===== config.mk =====
export PLATFORM = sky130hd
export DESIGN_NAME = postadd_seq
export DESIGN_NICKNAME = d
export VERILOG_FILES = /design/src/rtl/postadd_seq.sv
export SDC_FILE = /design/constraint.sdc
export NUM_CORES = 1
export LEC_CHECK = 0
export CAP_MARGIN = 20
export CELL_PAD_IN_SITES_DETAIL_PLACEMENT = 0
export CELL_PAD_IN_SITES_GLOBAL_PLACEMENT = 1
export CORE_ASPECT_RATIO = 0.8
export CORE_MARGIN = 5
export CORE_UTILIZATION = 40
export CTS_BUF_LIST = sky130_fd_sc_hd__clkbuf_16
export DETAILED_ROUTE_END_ITERATION = 10
export PLACE_DENSITY = 0.71
export SYNTH_ARGS = -nofsm -noshare
export SYNTH_HDL_FRONTEND = slang
export SYNTH_SLANG_ARGS = --single-unit

===== constraint.sdc =====
create_clock -name clk -period 5.5 [get_ports clk]
set_clock_uncertainty 0.2 [all_clocks]
set_input_delay 1.375 -clock clk [delete_from_list [all_inputs] [get_ports clk]]
set_output_delay 1.375 -clock clk [all_outputs]
set_load 0.01 [all_outputs]

===== src/rtl/postadd_seq.sv =====
// postadd_seq
//   Sequences postadder operations onto a small bank of accumulators and keeps
//   each accumulator's carry headroom in check. Every accumulator tracks how
//   many accumulating ops it has absorbed. An op that would exceed the carry
//   budget first triggers a normalising flush. The flush reads the
//   accumulator out through L3touint, waits for the result, and reloads it
//   from the L3touint output. Only then is the deferred op issued.
//
// Ports
//   clk          rising-edge clock
//   rst          asynchronous active-high reset
//   cmd_valid    command present
//   cmd_ready    command accepted when cmd_valid && cmd_ready
//   cmd_op       000 hold, 001 load, 010 add, 011 din-acc, 100 acc-din,
//                101 Mod-acc, 110/111 illegal
//   cmd_acc      target accumulator
//   cmd_last     read the result out after this op
//   issue_valid  postadder op issued this cycle
//   mode3        postadder mode
//   addr3        postadder accumulator address
//   outsel       2'b10 readout to L3touint, 2'b00 idle
//   in_sel       0 external operand, 1 L3touint result
//   res_valid    L3touint output holds a requested result
//   res_acc      accumulator that res_valid refers to
//   err_illegal  one-cycle pulse when an illegal op is accepted

module postadd_seq #(
    parameter int N_ACC        = 4,
    parameter int CARRY_BUDGET = 128,
    parameter int PIPE_LAT     = 5
) (
    input  logic       clk,
    input  logic       rst,
    input  logic       cmd_valid,
    output logic       cmd_ready,
    input  logic [2:0] cmd_op,
    input  logic [1:0] cmd_acc,
    input  logic       cmd_last,
    output logic       issue_valid,
    output logic [2:0] mode3,
    output logic [1:0] addr3,
    output logic [1:0] outsel,
    output logic       in_sel,
    output logic       res_valid,
    output logic [1:0] res_acc,
    output logic       err_illegal
);

    localparam int unsigned NA = N_ACC;
    localparam int unsigned PL = PIPE_LAT;

    localparam logic [2:0] OP_HOLD = 3'b000;
    localparam logic [2:0] OP_LOAD = 3'b001;
    localparam logic [2:0] OP_MAX  = 3'b101;

    localparam logic [1:0] SEL_READ = 2'b10;
    localparam logic [1:0] SEL_NONE = 2'b00;

    localparam logic [8:0] BUDGET    = 9'(CARRY_BUDGET);
    localparam logic [7:0] WAIT_LAST = 8'(PIPE_LAT - 2);

    typedef enum logic [2:0] {
        IDLE,
        FLUSH_RD,
        FLUSH_WAIT,
        FLUSH_LD,
        ISSUE_PEND
    } state_t;

    state_t state, nxt_state;

    // Registered issue bundle; each state's issue is prepared one cycle early
    // so that the bundle is on the outputs during the cycle named by the state.
    logic       ready_q, n_ready;
    logic       iv_q, n_iv;
    logic [2:0] mode_q, n_mode;
    logic [1:0] addr_q, n_addr;
    logic [1:0] outsel_q, n_outsel;
    logic       insel_q, n_insel;
    logic       rdreq_q, n_rdreq;   // readout requested by cmd_last (not a flush)
    logic       err_q, n_err;

    logic [2:0] pend_op;
    logic [1:0] pend_acc;
    logic       pend_last;
    logic       pend_ld;

    logic [7:0] wait_cnt, nxt_wait;

    logic [7:0] counts [NA];
    logic       cnt_we;
    logic [1:0] cnt_idx;
    logic [7:0] cnt_val;

    logic [PL-1:0] rp_v;
    logic [1:0]    rp_acc [PL];

    logic       accept;
    logic       legal;
    logic       incr_op;
    logic [8:0] cnt_inc;
    logic       over;

    assign accept  = cmd_valid && ready_q;
    assign legal   = (cmd_op <= OP_MAX);
    assign incr_op = legal && (cmd_op != OP_HOLD) && (cmd_op != OP_LOAD);
    assign cnt_inc = {1'b0, counts[cmd_acc]} + 9'd1;
    assign over    = incr_op && (cnt_inc > BUDGET);

    always_comb begin
        nxt_state = state;
        n_iv      = 1'b0;
        n_mode    = '0;
        n_addr    = '0;
        n_outsel  = SEL_NONE;
        n_insel   = 1'b0;
        n_rdreq   = 1'b0;
        n_err     = 1'b0;
        pend_ld   = 1'b0;
        nxt_wait  = '0;
        cnt_we    = 1'b0;
        cnt_idx   = '0;
        cnt_val   = '0;

        case (state)
            IDLE: begin
                if (accept) begin
                    if (!legal) begin
                        n_err = 1'b1;
                    end else if (over) begin
                        pend_ld   = 1'b1;
                        nxt_state = FLUSH_RD;
                        n_iv      = 1'b1;
                        n_mode    = OP_HOLD;
                        n_addr    = cmd_acc;
                        n_outsel  = SEL_READ;
                    end else begin
                        n_iv     = 1'b1;
                        n_mode   = cmd_op;
                        n_addr   = cmd_acc;
                        n_outsel = cmd_last ? SEL_READ : SEL_NONE;
                        n_rdreq  = cmd_last;
                        if (cmd_op == OP_LOAD) begin
                            cnt_we  = 1'b1;
                            cnt_idx = cmd_acc;
                            cnt_val = 8'd1;
                        end else if (incr_op) begin
                            cnt_we  = 1'b1;
                            cnt_idx = cmd_acc;
                            cnt_val = cnt_inc[7:0];
                        end
                    end
                end
            end

            FLUSH_RD: begin
                nxt_state = FLUSH_WAIT;
            end

            FLUSH_WAIT: begin
                if (wait_cnt == WAIT_LAST) begin
                    // Result of the flush readout is now on L3touint: reload it.
                    nxt_state = FLUSH_LD;
                    n_iv      = 1'b1;
                    n_mode    = OP_LOAD;
                    n_addr    = pend_acc;
                    n_insel   = 1'b1;
                end else begin
                    nxt_wait = wait_cnt + 8'd1;
                end
            end

            FLUSH_LD: begin
                cnt_we    = 1'b1;
                cnt_idx   = pend_acc;
                cnt_val   = 8'd1;
                nxt_state = ISSUE_PEND;
                n_iv      = 1'b1;
                n_mode    = pend_op;
                n_addr    = pend_acc;
                n_outsel  = pend_last ? SEL_READ : SEL_NONE;
                n_rdreq   = pend_last;
            end

            ISSUE_PEND: begin
                cnt_we    = 1'b1;
                cnt_idx   = pend_acc;
                cnt_val   = counts[pend_acc] + 8'd1;
                nxt_state = IDLE;
            end

            default: begin
                nxt_state = IDLE;
            end
        endcase

        n_ready = (nxt_state == IDLE);
    end

    always_ff @(posedge clk or posedge rst) begin
        if (rst) begin
            state     <= IDLE;
            ready_q   <= 1'b0;
            iv_q      <= 1'b0;
            mode_q    <= '0;
            addr_q    <= '0;
            outsel_q  <= '0;
            insel_q   <= 1'b0;
            rdreq_q   <= 1'b0;
            err_q     <= 1'b0;
            pend_op   <= '0;
            pend_acc  <= '0;
            pend_last <= 1'b0;
            wait_cnt  <= '0;
            for (int unsigned i = 0; i < NA; i++) begin
                counts[i] <= '0;
            end
            rp_v <= '0;
            for (int unsigned i = 0; i < PL; i++) begin
                rp_acc[i] <= '0;
            end
        end else begin
            state    <= nxt_state;
            ready_q  <= n_ready;
            iv_q     <= n_iv;
            mode_q   <= n_mode;
            addr_q   <= n_addr;
            outsel_q <= n_outsel;
            insel_q  <= n_insel;
            rdreq_q  <= n_rdreq;
            err_q    <= n_err;
            wait_cnt <= nxt_wait;
            if (pend_ld) begin
                pend_op   <= cmd_op;
                pend_acc  <= cmd_acc;
                pend_last <= cmd_last;
            end
            if (cnt_we) begin
                counts[cnt_idx] <= cnt_val;
            end
            // Stage 0 loads one cycle after the issue, so the last stage lines
            // up PIPE_LAT cycles after it.
            rp_v[0]   <= rdreq_q;
            rp_acc[0] <= rdreq_q ? addr_q : 2'b00;
            for (int unsigned i = 1; i < PL; i++) begin
                rp_v[i]   <= rp_v[i-1];
                rp_acc[i] <= rp_acc[i-1];
            end
        end
    end

    assign cmd_ready   = ready_q;
    assign issue_valid = iv_q;
    assign mode3       = mode_q;
    assign addr3       = addr_q;
    assign outsel      = outsel_q;
    assign in_sel      = insel_q;
    assign err_illegal = err_q;
    assign res_valid   = rp_v[PL-1];
    assign res_acc     = rp_acc[PL-1];

endmodule

==> results.sh, run 1 <==
export IMPL_core_um2=9650
export IMPL_viasPerCell=5.39
export IMPL_synthArstFlopShare=1.00
export IMPL_die_area_um2=12000
export IMPL_clock_fmax_mhz=212
export IMPL_period_share=0.858
export IMPL_drtPass1Iterations=4
export IMPL_clock_sinks=75
export IMPL_cp_top_family="multiplexers"
export IMPL_ys_ff_latch=75
export IMPL_crit_chain="clkdlybuf4s50_1, mux4_2, nor3b_2, nor4b_2, o221ai_4, a21oi_2, a22o_1, mux2_1"
export IMPL_antenna_cells=0
export IMPL_critPathBufInv=1
export IMPL_hold_viol_final=0
export IMPL_cts_setup_buffers=0
export IMPL_status="complete, no violations"
export IMPL_fin_crit_ps=4720
export IMPL_cp_num_cells=8
export IMPL_dp_cells=453
export IMPL_cts_tree="done"
export IMPL_cts_resized=0
export IMPL_num_vias=2541
export IMPL_critPathCaptureType="flop"
export IMPL_fillCellCount=864
export IMPL_syn_inst=309
export IMPL_instances_no_fill=471
export IMPL_numCtsBuffers=9
export IMPL_wl_um=8170
export IMPL_max_cap_violations=0
export IMPL_place_congestion=0.812
export IMPL_ys_seq_area_frac=0.473
export IMPL_grt_pass1_wl_um=13900
export IMPL_cts_buffer_depth=2
export IMPL_setup_violations=0
export IMPL_hold_path_class="reg2reg"
export IMPL_clk_pin_slew_ps=60
export IMPL_path_max_fanout=9
export IMPL_rows=32
export IMPL_postRouteAntennaNets=0
export IMPL_drc=0
export IMPL_cp_start_kind="input pin"
export IMPL_cts_root_buffer="clkbuf_16"
export IMPL_antenna_found_initial=0
export IMPL_nets=343
export IMPL_cp_arrival_ps=4730
export IMPL_synth_edf_count=0
export IMPL_h_tree_depth=3
export IMPL_hold_buffers=0
export IMPL_synth_nets=322
export IMPL_ys_types=59
export IMPL_rsz0062_at_grt="no"
export IMPL_drive_gt1_frac=0.212
export IMPL_synth_ff_type="dfrtp_1"
export IMPL_dp_hpwl_um=5930
export IMPL_maxSlewViolCount=0
export IMPL_grt_usage=0.148
export IMPL_cpMaxStageDelayCell="clkdlybuf4s50_1"
export IMPL_die_y_um=99.1
export IMPL_io_buffers=21
export IMPL_grt_overflow=0
export IMPL_ys_top_cells_by_area="dfrtp_1 47%, mux4_2 9.1%, mux2_1 5.4%, mux2_2 3.4%, o32ai_4 2.8%"
export IMPL_synth_largest_area_cell="dfrtp_1"
export IMPL_io_pins=23
export IMPL_grt_max_degree=50
export IMPL_syn_area_um2=3970
export IMPL_max_stage_delay_ps=790
export IMPL_reg2reg_depth=7
export IMPL_ir_drop_mv=0.123
export IMPL_required_ps=5510
export IMPL_avgSynthCellArea_um2=12.8
export IMPL_tightest_slew_ps=661
export IMPL_ff2ff_setup_slack_ps=2130
export IMPL_cellLeakagePower_nw=1.99
export IMPL_clk_latency_ps=330
export IMPL_fin_tns_setup_ps=0
export IMPL_detailedRoute_firstIterationViolations=169
export IMPL_grt_pass1_vias=2579
export IMPL_start_util=0.411
export IMPL_die_w_um=121
export IMPL_path_class="in2reg"
export IMPL_maxSlewHeadroom=0.560
export IMPL_ys_warn_count=0
export IMPL_area_delta_synth_final_pct=15.9
export IMPL_min_path_cells=0
export IMPL_synth_top_cell_area_share=0.473
export IMPL_wl_per_cell_um=17.3
export IMPL_power_density_nw_per_um2=285
-- power breakdown --
group          switching [mW]  internal (mW)  total [mW]
Clock                   0.225          0.346       0.570
Sequential             0.0155          0.574       0.589
Combinational          0.0836         0.0648       0.148
Total                   0.324          0.984        1.31
-- final timing paths --
kind,start,to
hold reg to reg,rp_acc[5],rp_acc[3]
max in group asynchronous,rst,pend_acc[1]
setup / recovery,cmd_acc[1],counts[30]
hold / removal,rp_acc[5],rp_acc[3]
min in group asynchronous,rst,counts[16]
setup reg to reg,counts[24],counts[30]
-- registers in the layout (all words and copies together) (netlist names) --
name and flops:
res_acc 2, cmd_ready 1, outsel 1, state 3
pend_acc 2, addr3 2, pend_op 3, mode3 3
counts 32, issue_valid 1, err_illegal 1, rp_acc 8
pend_last 1, rdreq_q 1, in_sel 1, rp_v 5
wait_cnt 8
-- cell usage after synthesis (all sizes together) (2+ instances only) --
master and number:
a211oi 3, a21o 3, a21oi 5, a221oi 2, a31oi 6, and2 7, and3 5, buf 11
clkbuf 5, dfrtp 75, ha 4, inv 6, mux2 34, mux4 16, nand2 25, nand3 12
nand3b 2, nand4 3, nor2 23, nor3 4, nor3b 2, nor4 2, o211ai 2, o21a 2
o21ai 4, o31ai 5, o32ai 4, xnor2 11, xor2 9
-- worst reg2reg max path: stages, from the launching register on --
cell	delay (ps)
dfrtp_1	410
mux4_2	560
ha_1	320
nor4_1	470
o221ai_4	220
a21oi_2	250
a22o_1	440
mux2_1	380
-- layout by cell type (no fill, tap or decap), types with 3 or more instances in the layout --
cell	instances
o21ai_0	4
mux2_4	3
ha_1	4
nor3_1	3
nand4_1	3
nor2_1	23
nand2_1	25
clkbuf_16	9
inv_1	7
dfrtp_1	75
and2_1	7
xnor2_1	10
xor2_1	9
a31oi_1	6
mux2_1	19
mux2_2	12
and3_1	4
nand3_1	12
a211oi_1	3
o32ai_4	4
o31ai_4	3
clkdlybuf4s50_1	21
mux4_2	16
buf_4	3
-- kinds of logic after synthesis --
| family | count (synthesis) | share of synthesized area |
|---|---|---|
| compound gates | 45 | 0.126 |
| xor+xnor | 20 | 0.0442 |
| fa+ha+maj | 4 | 0.0126 |
| buf+inv | 22 | 0.0309 |
| flops | 75 | 0.473 |
| mux | 50 | 0.190 |
| other cells | 1 | 0.000946 |
| simple gates | 92 | 0.121 |
-- layout make-up --
cell class                      instances  area [µm²]  area share
Multi-Input combinational cell        212        1970       0.429
Clock buffer                            9         225      0.0490
Clock inverter                          7        61.3      0.0133
Timing Repair Buffer                   26         268      0.0582
Inverter                                6        22.5     0.00490
Tap cell                              136         170      0.0370
Sequential cell                        75        1880       0.408
-- through the flow --
stage | power [mW] | util | hold WS (ps) | setup slack (ps) | area (µm²)
2_1_floorplan | 0.703 | - | 131 | 1270 | 3970
3_3_place_gp | 0.742 | 0.443 | 132 | 530 | 4280
3_5_place_dp | 0.743 | 0.443 | 135 | 435 | 4280
4_1_cts | 1.32 | 0.473 | 149 | 768 | 4560
5_1_grt | 1.36 | 0.476 | 148 | 528 | 4600
6_report | 1.31 | 0.476 | 143 | 783 | 4600
-- metal layers --
metal,routed length [µm],vias up,GRT usage
li1,-,1181,-
met1,4020,1297,0.216
met2,3680,55,0.219
met3,363,8,0.0361
met4,100,0,0.0465
met5,0,-,0
(Power assumes the default switching activity.)
==> inputs of run 2 (changes only) <==
Clock period 5.5 ns to 5 ns, I/O delays scaled along.
==> run 2 against run 1 <==
Effect of this change: register-to-register slack got worse by 370 ps; largest cell class unchanged; largest power group is now the clock network; sequential share of layout area decreased by 0.16 points; setup slack got worse by 300 ps; final cell count increased by 0.64%; worst hold slack improved by 3.9 ps.
==> results.sh, run 2 (synthesized netlist as in run 1, its figures left out) <==
export IMPL_status="complete, no violations"
export IMPL_num_vias=2560
export IMPL_hold_viol_final=0
export IMPL_io_pins=23
export IMPL_grt_pass1_wl_um=13900
export IMPL_antenna_cells=0
export IMPL_grt_max_degree=45
export IMPL_die_area_um2=12000
export IMPL_clk_latency_ps=330
export IMPL_maxSlewViolCount=0
export IMPL_max_cap_violations=0
export IMPL_crit_chain="clkdlybuf4s50_1, mux4_2, ha_1, nor4_1, buf_4, o221ai_4, a21oi_2, a21o_1, mux2_2"
export IMPL_wl_per_cell_um=17.3
export IMPL_grt_overflow=0
export IMPL_startpoint="cmd_acc[0]"
export IMPL_die_w_um=121
export IMPL_start_util=0.411
export IMPL_viasPerCell=5.40
export IMPL_cellLeakagePower_nw=2.00
export IMPL_drtPass1Iterations=4
export IMPL_required_ps=5010
export IMPL_path_max_fanout=8
export IMPL_critPathCaptureType="flop"
export IMPL_largest_reg_flops=32
export IMPL_rows=32
export IMPL_cts_tree="done"
export IMPL_cp_start_kind="input pin"
export IMPL_largest_register="counts"
export IMPL_cp_top_family="multiplexers"
export IMPL_detailedRoute_firstIterationViolations=145
export IMPL_fin_tns_setup_ps=0
export IMPL_dp_hpwl_um=5990
export IMPL_io_buffers=21
export IMPL_clk_pin_slew_ps=60
export IMPL_period_share=0.903
export IMPL_grt_pass1_vias=2609
export IMPL_numCtsBuffers=9
export IMPL_hold_buffers=0
export IMPL_wl_um=8210
export IMPL_largestRegisters="counts x32, rp_acc x8, wait_cnt x8"
export IMPL_critPathBufInv=2
export IMPL_postRouteAntennaNets=0
export IMPL_power_density_nw_per_um2=318
export IMPL_drc=0
export IMPL_setup_violations=0
export IMPL_cp_arrival_ps=4520
export IMPL_ir_drop_mv=0.165
export IMPL_cts_root_buffer="clkbuf_16"
export IMPL_tightest_slew_ps=867
export IMPL_die_y_um=99.1
export IMPL_design_area_um2=4610
export IMPL_max_stage_delay_ps=670
export IMPL_finalPower_mw=1.47
export IMPL_nets=346
export IMPL_maxSlewHeadroom=0.421
export IMPL_layout_common_cells="75 x dfrtp_1, 25 x nand2_1, 23 x nor2_1, 21 x clkdlybuf4s50_1, 19 x mux2_1"
export IMPL_dpl_instance_area_um2=4310
export IMPL_fin_crit_ps=4510
export IMPL_drive_gt1_frac=0.225
export IMPL_mostFrequentLayoutCell="dfrtp_1"
export IMPL_area_delta_synth_final_pct=16.4
export IMPL_cpMaxStageDelayCell="clkdlybuf4s50_1"
export IMPL_cts_setup_buffers=0
export IMPL_h_tree_depth=3
export IMPL_antenna_found_initial=0
export IMPL_hold_path_class="reg2reg"
export IMPL_rsz0062_at_grt="no"
export IMPL_place_congestion=0.791
export IMPL_cts_buffer_depth=2
export IMPL_path_class="in2reg"
export IMPL_worstHoldStart="rp_acc[5]"
export IMPL_clock_fmax_mhz=221
export IMPL_grt_usage=0.148
export IMPL_cts_resized=0
export IMPL_clock_sinks=75
export IMPL_rr_startpoint="counts[25]"
export IMPL_core_um2=9650
run 2: power breakdown:
group          total (mW)  internal, mW  switching, mW
clock network       0.652         0.390          0.263
logic               0.168        0.0739         0.0942
registers           0.647         0.631         0.0162
total                1.47          1.09          0.373
run 2: per-layer routing:
metal	up-vias	part of all wire	GRT usage
met5	-	0	0
met4	0	0.0069	0.0482
met3	4	0.042	0.0344
met2	53	0.45	0.217
met1	1317	0.51	0.217
li1	1186	-	-
run 2: path summary, 6_finish.rpt:
kind	end	slack, ps	depth (start not counted)
setup / recovery	counts[9]	490	9
hold / removal	rp_acc[3]	150	0
setup reg to reg	counts[9]	1760	8
hold reg to reg	rp_acc[3]	150	0
max in group asynchronous	counts[9]	2430	3
min in group asynchronous	issue_valid	1220	2
run 2: through the flow:
| stage | hold slack (ps) | setup slack [ps] | utilization | std cells |
|---|---|---|---|---|
| global placement | 131 | 170 | 0.447 | 458 |
| floorplan | 131 | 891 | - | 309 |
| finish | 147 | 485 | 0.478 | 474 |
| CTS | 149 | 493 | 0.478 | 474 |
| detailed placement | 135 | 155 | 0.447 | 458 |
| global route | 159 | 206 | 0.478 | 474 |
run 2: layout make-up:
class / count / area [µm²]
multi-input cells: 212 / 1970
clock inverters: 7 / 76.3
repair buffers: 29 / 270
clock buffers: 9 / 225
fillers: 847 / 5030
well taps: 136 / 170
flip-flops and latches: 75 / 1880
inverters: 6 / 22.5
run 2: worst register-to-register path: stages, from the launching register on:
cell and delay [ps]:
dfrtp_1 410, mux4_2 540, ha_1 330, nor4_1 300, buf_4 160, o221ai_4 130
a21oi_2 280, a21o_1 390, mux2_2 380
==> inputs of run 3 (changes only) <==
Settings changed: GPL_ROUTABILITY_DRIVEN from default to 0.
==> results of run 3 <==
Final layout, timing and power as in run 2 (identical DEF).
